<file path="src/rtl/icache.sv">
// Direct-mapped, one-word-per-set instruction cache with a two-state miss-fill FSM.
// Optional macro ICACHE_FILL_BYPASS_EN forwards iload to the requester in the completing fill cycle.
module icache #(
    parameter int SETS = 16
) (
    input  logic        CLK,
    input  logic        RST,
    input  logic        imemREN,
    input  logic [31:0] imemaddr,
    output logic        ihit,
    output logic [31:0] imemload,
    output logic        iREN,
    output logic [31:0] iaddr,
    input  logic        iwait,
    input  logic [31:0] iload
);
    localparam int IDX  = $clog2(SETS);
    localparam int TAGW = 30 - IDX;

    typedef enum logic {IDLE, FETCH} state_t;

    state_t            state_q;
    logic [SETS-1:0]   valid_q;
    logic [29:0]       miss_q;
    logic              iren_q;
    logic [31:0]       iaddr_q;
    logic [TAGW-1:0]   tag_q  [SETS];
    logic [31:0]       data_q [SETS];

    logic [IDX-1:0]    req_idx;
    logic [TAGW-1:0]   req_tag;
    logic [IDX-1:0]    miss_idx;
    logic [TAGW-1:0]   miss_tag;
    logic              lookup_hit;
    logic              fill_we;
    logic              bypass_hit;
    logic [1:0]        unused_offset;

    assign unused_offset = imemaddr[1:0];
    assign req_idx  = imemaddr[IDX+1:2];
    assign req_tag  = imemaddr[31:IDX+2];
    assign miss_idx = miss_q[IDX-1:0];
    assign miss_tag = miss_q[29:IDX];

    // Lookups only count in IDLE; a fill in flight owns the arrays.
    assign lookup_hit = !RST && (state_q == IDLE) && imemREN && valid_q[req_idx]
                        && (tag_q[req_idx] == req_tag);
    assign fill_we    = !RST && (state_q == FETCH) && !iwait;

`ifdef ICACHE_FILL_BYPASS_EN
    assign bypass_hit = fill_we && imemREN && (imemaddr[31:2] == miss_q);
`else
    assign bypass_hit = 1'b0;
`endif

    assign ihit     = lookup_hit | bypass_hit;
    assign imemload = lookup_hit ? data_q[req_idx] : (bypass_hit ? iload : 32'h0);
    assign iREN     = iren_q;
    assign iaddr    = iaddr_q;

    always_ff @(posedge CLK) begin
        if (RST) begin
            state_q <= IDLE;
            valid_q <= '0;
            miss_q  <= '0;
            iren_q  <= 1'b0;
            iaddr_q <= 32'h0;
        end else begin
            case (state_q)
                IDLE: begin
                    if (imemREN && !lookup_hit) begin
                        miss_q  <= imemaddr[31:2];
                        iren_q  <= 1'b1;
                        iaddr_q <= {imemaddr[31:2], 2'b00};
                        state_q <= FETCH;
                    end
                end
                FETCH: begin
                    if (!iwait) begin
                        valid_q[miss_idx] <= 1'b1;
                        iren_q  <= 1'b0;
                        iaddr_q <= 32'h0;
                        state_q <= IDLE;
                    end
                end
                default: state_q <= IDLE;
            endcase
        end
    end

    // Tag/data storage carries no reset; the valid bits alone qualify it.
    always_ff @(posedge CLK) begin
        if (fill_we) begin
            tag_q[miss_idx]  <= miss_tag;
            data_q[miss_idx] <= iload;
        end
    end
endmodule

</file>
<file path="config.mk">
export PLATFORM = sky130hd
export DESIGN_NAME = icache
export DESIGN_NICKNAME = d
export VERILOG_FILES = /design/src/rtl/icache.sv
export SDC_FILE = /design/constraint.sdc
export NUM_CORES = 1
export LEC_CHECK = 0
export ABC_AREA = 0
export CORE_ASPECT_RATIO = 0.5
export CORE_UTILIZATION = 40
export DETAILED_ROUTE_END_ITERATION = 10
export GPL_TIMING_DRIVEN = 1
export SETUP_SLACK_MARGIN = 0.02
export SLEW_MARGIN = 20
export SYNTH_ARGS = -nofsm -noshare
export SYNTH_HDL_FRONTEND = slang
export SYNTH_SLANG_ARGS = --single-unit
export TNS_END_PERCENT = 30
</file>
<file path="constraint.sdc">
create_clock -name CLK -period 4.7 [get_ports CLK]
set_clock_uncertainty 0.05 [all_clocks]
set_input_delay 0.94 -clock CLK [delete_from_list [all_inputs] [get_ports CLK]]
set_output_delay 0.94 -clock CLK [all_outputs]
set_load 0.02 [all_outputs]
</file>
-- Word level (Yosys, flattened, before mapping)
Memory sizes are Yosys's and may differ from the RTL's.
Index checks and enable logic that the tools add are counted.
- memory bits (writable): 928
- output and inout bits: 66
- input port bits: 68
- memories kept: 2
- register bits after elaboration: 80
- memory list (name ; depth ; bits a word ; rd ports ; clocked after Yosys merged registers in ; write ports ; line ; text):
    data_q ; 16 ; 32 ; 1 ; 0 ; 1 ; 28 ; logic [31:0] data_q [SETS];
    tag_q ; 16 ; 26 ; 1 ; 0 ; 1 ; 27 ; logic [TAGW-1:0] tag_q [SETS];
- equality and inequality tests: 3
- reductions and logical operators: 14
- mux-type cells: 16
- $lt $le $gt $ge: 3
- bitwise logic cells: 3
- operators by type and width (cell ; number):
    2-to-1 mux 32 bit ; 3
    case mux 32 bit (2 select lines) ; 1
    equality test 26 bit ; 1
    bitwise OR 16 bit ; 1
    less-than comparator 4 x 5 -> 1 bit (second input constant) ; 2
    logical AND 1 bit ; 8
    2-to-1 mux 1 bit ; 8
    AND reduction 2 bit ; 3
    binary-select mux 1 bit (select 4 bit) ; 1
    demux 1 bit (select 4 bit) ; 1
    >= comparator 4 x 1 -> 1 bit (second input constant) ; 1
    case mux 1 bit (2 select lines) ; 2
    zero test 1 bit ; 3
    inequality test 2 x 1 -> 1 bit (second input constant) ; 1
    inequality test 2 bit (second input constant) ; 1
    NOT 1 bit ; 2

-- Depth between registers and ports, before layout
- depth in word-level cells: 9
- mapped depth: 15

-- Worst setup path after synthesis
No wires, ideal clock.
- kind: input to output
- from: input port imemaddr[4]
- to: output port imemload[12]
- arrival time: 3726 ps
- buffers on the path: 4
- slack: -16 ps
- stages: 12
- cell sequence: buf_2 -> buf_2 -> buf_1 -> mux4_2 -> a22oi_1 -> nand2_1 -> xor2_1 -> nor4_1 -> nand4_1 -> or2_1 -> clkbuf_1 -> nor2b_1
- word-level cells in the longest chain between the ends: 5
- elaborated cells between the ends (all ways): 8
- classes of those cells: eq/ne (1); mux (3); reduce/logical (2); memory (2)
- ends and longest elaborated chain (item ; line ; text):
    start: declaration ; 9 ; input logic [31:0] imemaddr,
    branches (longest 4 deep; another with memory read (16 x 26 bit)) ; n/a ;
    2-to-1 mux 32 bit * ; 57 ; assign imemload = lookup_hit ? data_q[req_idx] : (bypass_hit ? iload : 32'h0);
    end: declaration ; 11 ; output logic [31:0] imemload,
Mark *: on every way between the ends. The select of a mux whose other input is x is not followed.

-- Worst setup path after layout
- from: input port imemaddr[2]
- to: output port imemload[22]
Same word-level chain as after synthesis.

==> metrics.md <==
| Metric | Value |
|---|---|
| Status | finished with violations |
| Failing checks | negative setup slack |
| Post-synthesis mux area share | 18.03% |
| Cts bufs inserted | 92 |
| Final worst setup slack | -0.1138 ns |
| Total chip power | between 0.015 and 0.02 W |
| Final Routed Wirelength | 93.06 mm |
| FMAX | approximately 210 MHz |
| Mapped Cells | 1744 |
| Post-synth cell types | 35 |
| Cell Rows | 80 |
| Cell family with most CP delay | simple AND/OR/NAND/NOR gates |
| Final min period | 4.814 ns |
| Final setup violation count | 33 |
| Compound-Gate Fraction of Synth Area | 0.9175% |
| Crit Path Category | in -> out |
| Number of fill cells | 7615 |
| Total number of vias | roughly 19000 |
| Clock buffer depth | 3 |
| First-pass GRT wire length | 134.1 mm |
| Final Hold Viols | 0 |
| Worst Path Buf+Inv | 4 |
| Max Cap Viol | 0 |
| Setup TNS | -2.372 ns |
| Clk_lat worst skew | 0.66 ns |
| Hold WS | 0.4090 ns |
| Number of port buffers | 129 |
| Placed Area | 0.04303 mm² |
| Clock sinks | 1006 |
| CTS Root Cell | clkbuf_16 |
| Crit path cell chain | buf_16 -> bufbuf_16 -> mux4_2 -> mux2i_1 -> xnor2_1 -> or3_1 -> a211oi_2 -> nand3_1 -> or2_4 -> clkbuf_16 -> nor2b_1 -> buf_4 |
| Max Transition Viols Final | 0 |
| Mapped cell area | 0.03873 mm² |
| Period utilization | 102.4% |
| Multi-input logic area | between 0.009 and 0.01 mm² |
| CP Depth | 12 |
| RSZ-0062 raised after global routing | yes |
| DIE HEIGHT | 222.0 µm |
| # IOs | 134 |
| CP endpoint kind | primary output |
| Crit Path Max Fanout | 9 |
| First-pass detailed-route iteration total | 5 |
| ANT nets after route | 0 |
| Clk slew on worst S/H paths | 0.06 ns |
| Routed wire per std cell | 27.38 µm |
| Vias in the first global route | 19150 |
| Initial antenna violation count | 1 |
| Max incr delay on CP | 0.49 ns |
| Placed cells | 3196 |
| Post-Synth XOR/XNOR Area | less than 1% |
| P&R area growth vs syn | 20.99% |
| Post-route insts no fill | 3399 |
| Adder-cell share of the synthesized area | 0% |
| Fin area | ~0.047 mm² |
| PD cells | approximately 400 mW/mm² |
| CP Data Required Time | 3.71 ns |
| Startpoint types | input port |
| Tightest Pin Transition | around 0.96 ns |
| Largest family of logic cells by synthesized area | multiplexers |
| Number of synthesized register bits | a little over 1000 |
| DIE AREA | 0.09815 mm² |
| Worst relative slew slack | 35.83% |
| Avg Cell Area, Syn | 22.21 µm² |
| Slowest CP cell | mux4_2 |
| Layout Nets | around 2100 |
| GP Congestion | around 0.75 |
| Core Box Area | roughly 0.096 mm² |
| Remaining Overflow, GRT | 0 |
| Hold depth | 2 |
| Largest net degree at the start of global routing | ~120 |
| Leak pwr | 15.44 nW |
| Hold Path Class | reg -> reg |
| Maximum vdd drop | around 0.00022 V |
| Vias per cell | 5.455 |
| R2R cell count | 11 |
| Yosys Warn Count | 0 |
| Number of remaining DRC errors | 0 |
| Share of layout cells above drive strength 1 | 32.35% |
| Detailed Place HPWL | 51.91 mm |
| Die X | 442.1 µm |
| Hold_buf cts | 0 |
| WP data arrival | ~3.8 ns |
| Initial Util | approximately two fifths |
| Sequential fraction of the synthesis area | 75.98% |
| H-tree depth | 3 |
| Post-synthesis simple-gate area fraction | 2.895% |
| GR Util All Layers | 18.89% |
| Storage cell area | 0.02943 mm² |
| Iteration-0 DRC Markers | between 1000 and 1500 |
| CTS tree | done |
registers in the layout (all words and copies together) (netlist names):
name     count
miss_q      30
iREN         1
valid_q     16
data_q     512
iaddr       30
state_q      1
tag_q      416
final cells by class:
| class | count | share of cell area [%] |
|---|---|---|
| flip-flops and latches | 1006 | 62.80 |
| multi-input cells | 619 | 19.26 |
| repair buffers | 312 | 7.663 |
| clock buffers | 121 | 5.567 |
| well taps | 1271 | 3.394 |
| clock inverters | 51 | 1.169 |
| inverters | 18 | 0.1442 |
| diodes | 1 | 0.005340 |
metrics by stage:
| step | utilization (%) | worst slack (ns) |
|---|---|---|
| detailed placement | 45.02 | -1.062 |
| floorplan | - | -0.01553 |
| finish | 49.02 | -0.1138 |
| global placement | 45.02 | -1.055 |
| CTS | 48.75 | -0.09387 |
| global route | 49.02 | -0.2188 |
kinds of logic after synthesis:
logic type             Yosys count
flip-flops                    1006
AND/OR/NAND/NOR                187
XOR/XNOR                        28
AO/OA/AOI/OAI                   47
other                            1
multiplexers                   355
buffers and inverters          120
power by group:
part	leakage [nW]	switching, W	internal (W)
logic	4.61	0.000505	0.000517
clock network	1.55	0.00326	0.00452
registers	9.28	0.0000851	0.00984
worst paths after layout:
path              slack (ns)            to          from
setup / recovery       -0.11  imemload[22]   imemaddr[2]
hold / removal          0.41          iREN          iREN
setup reg to reg        1.57     iaddr[20]  tag_q[15][6]
hold reg to reg         0.41          iREN          iREN
synthesized netlist by cell type:
library cell / instances / area (µm²)
xor2_1: 19 / 166.4
nand2b_1: 65 / 406.6
a221oi_2: 2 / 30.03
nor3_1: 3 / 15.01
dfxtp_1: 78 / 1562
o21ai_2: 1 / 8.760
conb_1: 1 / 3.750
a211oi_1: 2 / 15.01
a21oi_1: 3 / 15.01
mux4_2: 274 / 6171
o21a_1: 1 / 7.510
nor2_1: 21 / 78.83
o22ai_1: 17 / 106.4
buf_6: 13 / 146.4
edfxtp_1: 928 / 27870
a22oi_1: 9 / 67.56
clkbuf_1: 43 / 161.4
nand4_1: 1 / 6.260
buf_4: 4 / 30.03
inv_1: 18 / 67.56
xnor2_1: 9 / 78.83
mux2i_1: 81 / 810.8
buf_2: 26 / 130.1
a221oi_1: 5 / 43.79
nor4_1: 5 / 31.28
nand2_1: 11 / 41.29
a22o_1: 7 / 61.31
nand3b_1: 32 / 240.2
or3_1: 1 / 6.260
or2_2: 1 / 6.260
and2_1: 3 / 18.77
nand3_1: 4 / 20.02
buf_1: 16 / 60.06
nor2b_1: 39 / 244.0
or2_1: 1 / 6.260
worst reg2reg max path, delay by kind of cell, from the launching register on:
kind / cells / cell delay [ns]
multiplexers: 3 / 1.13
buffers and inverters: 4 / 0.71
flip-flops: 1 / 0.38
AND/OR/NAND/NOR: 2 / 0.32
AO/OA/AOI/OAI: 1 / 0.21
XOR/XNOR: 1 / 0.18
metal layers:
metal | track usage, % | vias to the layer above | wire length [µm]
met5 | 0 | - | 13
met4 | 4.709 | 2 | 1968
met3 | 3.081 | 115 | 4404
met2 | 30.90 | 492 | 45540
met1 | 26.55 | 10070 | 41140
li1 | - | 7864 | -
cell usage in the layout, fill, tap and decap left out, types with 18 or more instances in the layout:
cell,n
buf_12,54
xor2_1,18
nand3b_1,32
mux4_2,274
mux2i_1,76
nor2b_1,23
clkbuf_16,103
nand2b_1,65
dfxtp_1,78
edfxtp_1,928
clkdlybuf4s50_1,91
buf_4,138
inv_1,18
clkinv_1,18
timing repair:
item | 4_1_cts | 5_1_grt
setup buffers | 12 | 7
pin swaps | 6 | 3
gates resized for setup | 202 | 27
gates cloned | 7 | 4
setup endpoints to repair | 33 | 33
Note: power is estimated with default switching activity, not from simulation.
